### src/rtl/systolic_pkg.sv
// Shared definitions for the systolic-array feed path: streamer FSM encoding,
// band geometry and lane packing helpers.
package systolic_pkg;

    typedef enum logic [1:0] {
        ST_IDLE   = 2'd0,
        ST_STREAM = 2'd1,
        ST_FLUSH  = 2'd2,
        ST_DONE   = 2'd3
    } stream_state_t;

    // Number of overlapping row bands a LANES-tall window yields.
    function automatic int calc_bands(input int img_rows, input int lanes);
        return img_rows - lanes + 1;
    endfunction

    function automatic int calc_stream_beats(input int img_rows, input int img_cols,
                                             input int lanes);
        return calc_bands(img_rows, lanes) * img_cols;
    endfunction

    // Bit offset of lane k inside a packed x_ins word.
    function automatic int lane_lsb(input int lane, input int width);
        return lane * width;
    endfunction

    // Counter width that is never zero, even for a count of one.
    function automatic int cnt_width(input int n);
        return (n > 1) ? $clog2(n) : 1;
    endfunction

endpackage

### src/rtl/pixel_regfile.sv
// Feature-map buffer: one write port, LANES combinational read ports that
// fetch one column of a row band in a single cycle.
module pixel_regfile
    import systolic_pkg::*;
#(
    parameter int WIDTH      = 8,
    parameter int IMG_ROWS   = 8,
    parameter int IMG_COLS   = 8,
    parameter int LANES      = 5,
    parameter int ADDR_WIDTH = 6,
    parameter int BAND_W     = 2,
    parameter int COL_W      = 3
) (
    input  logic                     clk,
    input  logic                     we,
    input  logic [ADDR_WIDTH-1:0]    waddr,
    input  logic [WIDTH-1:0]         wdata,
    input  logic [BAND_W-1:0]        band,
    input  logic [COL_W-1:0]         col,
    output logic [LANES*WIDTH-1:0]   rd_lanes
);

    localparam int DEPTH = IMG_ROWS * IMG_COLS;
    localparam int IDX_W = cnt_width(DEPTH);

    logic [WIDTH-1:0] mem [DEPTH];
    logic             in_range;

    // Widened compare so an address equal to DEPTH is caught even when DEPTH is 2**ADDR_WIDTH.
    assign in_range = {1'b0, waddr} < (ADDR_WIDTH + 1)'(DEPTH);

    // NOTE: the pixel array has no reset on purpose; resetting 64 words of
    // storage costs a reset tree for data that is always rewritten before use.
    always_ff @(posedge clk) begin
        if (we && in_range) begin
            mem[waddr[IDX_W-1:0]] <= wdata;
        end
    end

    for (genvar k = 0; k < LANES; k++) begin : g_lane
        logic [IDX_W-1:0] rd_idx;
        assign rd_idx = IDX_W'((int'(band) + k) * IMG_COLS + int'(col));
        assign rd_lanes[lane_lsb(k, WIDTH) +: WIDTH] = mem[rd_idx];
    end

endmodule

### src/rtl/conv_band_streamer.sv
// Streams overlapping row bands of a buffered int8 feature map onto the
// systolic array x_ins bus, then drains the array with zero beats.
module conv_band_streamer
    import systolic_pkg::*;
#(
    parameter int WIDTH       = 8,
    parameter int IMG_ROWS    = 8,
    parameter int IMG_COLS    = 8,
    parameter int LANES       = 5,
    parameter int FLUSH_BEATS = 32,
    parameter int ADDR_WIDTH  = 6
) (
    input  logic                   clk,
    input  logic                   rst_n,
    input  logic                   pix_we,
    input  logic [ADDR_WIDTH-1:0]  pix_addr,
    input  logic [WIDTH-1:0]       pix_data,
    input  logic                   start,
    input  logic                   hold,
    output logic [LANES*WIDTH-1:0] x_ins,
    output logic                   x_valid,
    output logic                   busy,
    output logic                   done
);

    localparam int BANDS   = calc_bands(IMG_ROWS, LANES);
    localparam int BAND_W  = cnt_width(BANDS);
    localparam int COL_W   = cnt_width(IMG_COLS);
    localparam int FLUSH_W = cnt_width(FLUSH_BEATS + 1);

    stream_state_t          state;
    stream_state_t          next_state;
    logic [BAND_W-1:0]      band;
    logic [COL_W-1:0]       col;
    logic [FLUSH_W-1:0]     flush_cnt;
    logic [LANES*WIDTH-1:0] rd_lanes;
    logic                   last_col;
    logic                   last_band;
    logic                   flush_end;

    assign last_col  = (col == COL_W'(IMG_COLS - 1));
    assign last_band = (band == BAND_W'(BANDS - 1));
    assign flush_end = (flush_cnt == FLUSH_W'(FLUSH_BEATS));

    pixel_regfile #(
        .WIDTH      (WIDTH),
        .IMG_ROWS   (IMG_ROWS),
        .IMG_COLS   (IMG_COLS),
        .LANES      (LANES),
        .ADDR_WIDTH (ADDR_WIDTH),
        .BAND_W     (BAND_W),
        .COL_W      (COL_W)
    ) u_regfile (
        .clk      (clk),
        .we       (pix_we && (state == ST_IDLE)),
        .waddr    (pix_addr),
        .wdata    (pix_data),
        .band     (band),
        .col      (col),
        .rd_lanes (rd_lanes)
    );

    // NOTE: every flop is written with <= so all registers sample the same
    // pre-edge values; a blocking = here would create order-dependent races.
    always_ff @(posedge clk or negedge rst_n) begin
        if (!rst_n) begin
            state <= ST_IDLE;
        end else begin
            state <= next_state;
        end
    end

    // NOTE: next_state gets its default before the case so no path leaves it
    // unassigned, which would otherwise infer a latch.
    always_comb begin
        next_state = state;
        case (state)
            ST_IDLE:   if (start) next_state = ST_STREAM;
            ST_STREAM: if (!hold && last_col && last_band) next_state = ST_FLUSH;
            ST_FLUSH:  if (!hold && flush_end) next_state = ST_DONE;
            ST_DONE:   next_state = ST_IDLE;
            default:   next_state = ST_IDLE;
        endcase
    end

    // Counters and output register; a held beat keeps x_ins and only drops x_valid.
    always_ff @(posedge clk or negedge rst_n) begin
        if (!rst_n) begin
            band      <= '0;
            col       <= '0;
            flush_cnt <= '0;
            x_ins     <= '0;
            x_valid   <= 1'b0;
            busy      <= 1'b0;
            done      <= 1'b0;
        end else begin
            busy <= (next_state != ST_IDLE);
            done <= (next_state == ST_DONE);
            case (state)
                ST_STREAM: begin
                    x_valid <= !hold;
                    if (!hold) begin
                        x_ins <= rd_lanes;
                        if (last_col) begin
                            col  <= '0;
                            band <= last_band ? '0 : band + 1'b1;
                        end else begin
                            col <= col + 1'b1;
                        end
                    end
                end
                ST_FLUSH: begin
                    x_valid <= !hold && !flush_end;
                    if (!hold) begin
                        x_ins     <= '0;
                        flush_cnt <= flush_end ? '0 : flush_cnt + 1'b1;
                    end
                end
                default: begin
                    x_ins   <= '0;
                    x_valid <= 1'b0;
                end
            endcase
        end
    end

endmodule

### config.mk
export PLATFORM = sky130hd
export DESIGN_NAME = conv_band_streamer
export DESIGN_NICKNAME = d
export VERILOG_FILES = /design/src/rtl/systolic_pkg.sv /design/src/rtl/pixel_regfile.sv /design/src/rtl/conv_band_streamer.sv
export SDC_FILE = /design/constraint.sdc
export NUM_CORES = 1
export LEC_CHECK = 0
export CORE_AREA = 2 2 207 209
export DETAILED_ROUTE_END_ITERATION = 10
export DIE_AREA = 0 0 209 211
export DONT_BUFFER_PORTS = 1
export GPL_ROUTABILITY_DRIVEN = 0
export PLACE_DENSITY = 0.83
export SLEW_MARGIN = 20
export SYNTH_ARGS = -nofsm -noshare
export SYNTH_HDL_FRONTEND = slang
export SYNTH_SLANG_ARGS = --single-unit
### constraint.sdc
create_clock -name clk -period 2.8 [get_ports clk]
set_clock_uncertainty 0.05 [all_clocks]
set_input_delay 0.28 -clock clk [delete_from_list [all_inputs] [get_ports clk]]
set_output_delay 0.28 -clock clk [all_outputs]
set_load 0.01 [all_outputs]
==> results.txt <==
R2R depth = 7
min Tclk post-route = 2.75 ns
Die ar. = 0.0441 mm^2
vias in the first global route = 14,064
Max IR drop VDD = 587 uV
Die Wd = 209 um
FF+latch count, synth = 568
Worst Hold Margin = 0.0297 ns
FF-to-FF setup slack = 0.05 ns
Hold Path Stages = 1
Critical Path, Cell by Cell = buf_12, buf_12, mux4_2, mux2i_1, mux2i_1, o32ai_1, o31ai_1
post-synth top area cell = edfxtp_1
Final setup viols = 0
hold worst-path end = u_regfile.mem[18][4]
register area share after synthesis = 71.1%
Syn Inst Count = 1,358
# port buffers = 0
final instance area = 0.0272 mm^2
clk_lat worst skew = 0.59 ns
Worst Path Required = 3.22 ns
slowest stage delay, CP = 0.60 ns
CP endpoint kind = flip-flop
met1 Use GR = 35.4%
Clock Tree Root = clkbuf_16
share of post-route cells with drive strength above 1 = 24.1%
ANT nets after route = 0
dpl hpwl = 37,300 um
top cell type's share of synthesized area = 65.1%
worst min-delay path class = in -> reg
Synth Flop Type = edfxtp_1
Reg-to-Reg Start = col[0]
DRT Wirelength = 60,900 um
Fin. Hold Viols = 0
area of the mapped netlist = 0.0236 mm^2
Clock transition at path regs = 0.07 ns
TritonCTS clock tree = done
first-pass GRT wire length = 90,500 um
max_cap viols = 0
worst-path fanout max = 22
fin crit share = 98.3%
initial antenna violation count = 0
Layout area overhead = 15.1%
Buf+Inv Stages, Crit Path = 2
grt ovf = 0
commonest non-fill, non-tap cell in the layout = edfxtp_1
commonest cells after routing, fill and taps aside = edfxtp_1 (512), buf_4 (141), mux2i_1 (137), nor2_1 (103), mux4_2 (86)
Vias = 14,039
asr flop ratio synth = 9.86%
htree depth = 2
Area contributors post-synth = edfxtp_1 (65%), mux4_2 (8.2%), dfrtp_1 (5.9%)
largest net degree at the start of global routing = 65
library cells used by synthesis = 59
status = finished clean
Initial Utilization = 56.5%
Avg Inst Size Synth = 17.4 um^2
Top delay family on crit path = multiplexers
Iter 0 DRT Violations = 2,161
fin nets = 1,528
Lkg Pwr = 9.41 nW
Syn Nets = 1,387
Core Area = 0.0418 mm^2
Levels on crit path = 7
drt pass-1 iters = 8
Relative slew margins = 35.6%
die height = 211 um
Worst-Margin Slew = 0.965 ns
unrepaired setup endpoints after global routing = false
DR vias/cell = 6.74
io pins = 62
CTS Buf Count = 53
max-slew violations = 0
R2R Path End = x_ins[13]
highest-delay cell along the critical path = dfrtp_4
All-Layer GR Usage = 27.9%
global route hottest layer = met2
power density over the cells = 986 mW/mm^2
placed cell areas = 0.0251 mm^2
Post-synth EDFFs = 512
Residual DRC = 0
CP Launch Type = flip-flop
row count = 75
routing usage on met3 = 7.95%
fmax = 363 MHz
Warnings, synthesis = 0
min-delay src = pix_data[4]
Crit path arrival time = 3.17 ns
Clock Tree Buf Depth = 3
sum of negative setup slack = 0 ns
CP Class = reg -> reg
grt met2 use = 45.1%
TritonCTS Sinks = 568
mean routed wirelength per cell = 29.2 um
Overall Power = 26.8 mW
per-layer routing:
metal  wire [um]  vias up  share of wire, %
met5           0        -                 0
met4        3100        0               5.1
met3        7730      269                13
met2       28900     1135                47
met1       21200     6909                35
li1            -     5726                 -
where the power goes:
part	total (mW)	leakage, nW	internal (mW)	switching [mW]
Clock	7.44	0.877	4.41	3.03
Sequential	10.2	5.34	9.62	0.568
Combinational	9.15	3.19	3.86	5.29
worst max-delay path by stage:
stage | slack [ns] | startpoint | end
floorplan | 0.16 | band[0] | x_ins[25]
global placement | 0.23 | col[0] | x_ins[39]
detailed placement | 0.20 | col[0] | x_ins[29]
CTS | 0.11 | col[0] | x_ins[13]
global route | 0.01 | col[0] | x_ins[11]
finish | 0.05 | col[0] | x_ins[13]
what timing repair did:
| item | 4_1_cts | 5_1_grt |
|---|---|---|
| resized for setup | 0 | 1 |
| setup endpoints to repair | 0 | 1 |
| endpoints found under the hold margin | 580 | 0 |
| buffers inserted | 0 | 0 |
| hold buffers | 12 | 0 |
cells in the mapped netlist, types with 7 or more instances:
| cell type | n |
|---|---|
| a221o_1 | 10 |
| a22o_1 | 18 |
| a22oi_1 | 24 |
| buf_1 | 9 |
| buf_2 | 15 |
| buf_6 | 11 |
| clkbuf_1 | 30 |
| dfrtp_1 | 56 |
| edfxtp_1 | 512 |
| ha_1 | 10 |
| inv_1 | 7 |
| mux2_2 | 36 |
| mux2i_1 | 138 |
| mux4_2 | 86 |
| nand2_1 | 71 |
| nand2b_1 | 7 |
| nand3_1 | 9 |
| nor2_1 | 104 |
| nor2b_1 | 7 |
| nor3_1 | 23 |
| o21ai_0 | 12 |
| o21ai_1 | 20 |
| o22ai_1 | 16 |
| o31ai_1 | 13 |
| o32ai_1 | 12 |
| or2_1 | 8 |
final cells by class:
class | instances | area, um^2
clock inverters | 35 | 400
diodes | 1 | 2.50
inverters | 9 | 33.8
multi-input cells | 706 | 6360
fillers | 2577 | 14600
well taps | 539 | 674
repair buffers | 161 | 1500
clock buffers | 64 | 1410
flip-flops and latches | 568 | 16800
flip-flops by register name, indices dropped and copies added (netlist names):
signal and cells:
u_regfile.mem 512, state 2, done 1, col 3, flush_cnt 6, x_ins 40, x_valid 1, band 2
busy 1
worst reg2reg max path, stage by stage (launching register included):
cell and delay, ns:
dfrtp_4 0.60, buf_12 0.25, buf_12 0.23, mux4_2 0.51, mux2i_1 0.52, mux2i_1 0.19, o32ai_1 0.21, o31ai_1 0.10
stage by stage:
stage          worst slack (ns)  util, %  cells
4_1_cts                   0.115     65.0   2082
5_1_grt                  0.0113     65.0   2082
2_1_floorplan             0.164        -   1358
6_report                 0.0466     65.0   2083
3_5_place_dp              0.203     60.0   1971
3_3_place_gp              0.228     60.0   1971
cells by family (layout without fill, tap and decap cells):
group / count (synthesis) / in the layout / synth area share [%]
multiplexers: 260 / 260 / 15.8
adder cells (fa/ha/maj): 10 / 10 / 0.530
AO/OA/AOI/OAI: 171 / 171 / 5.52
XOR/XNOR: 2 / 2 / 0.0742
AND/OR/NAND/NOR: 263 / 263 / 5.02
flip-flops: 568 / 568 / 71.1
buffers and inverters: 84 / 269 / 2.01
other: 0 / 1 / 0
Power figures use the tool's default switching activity.
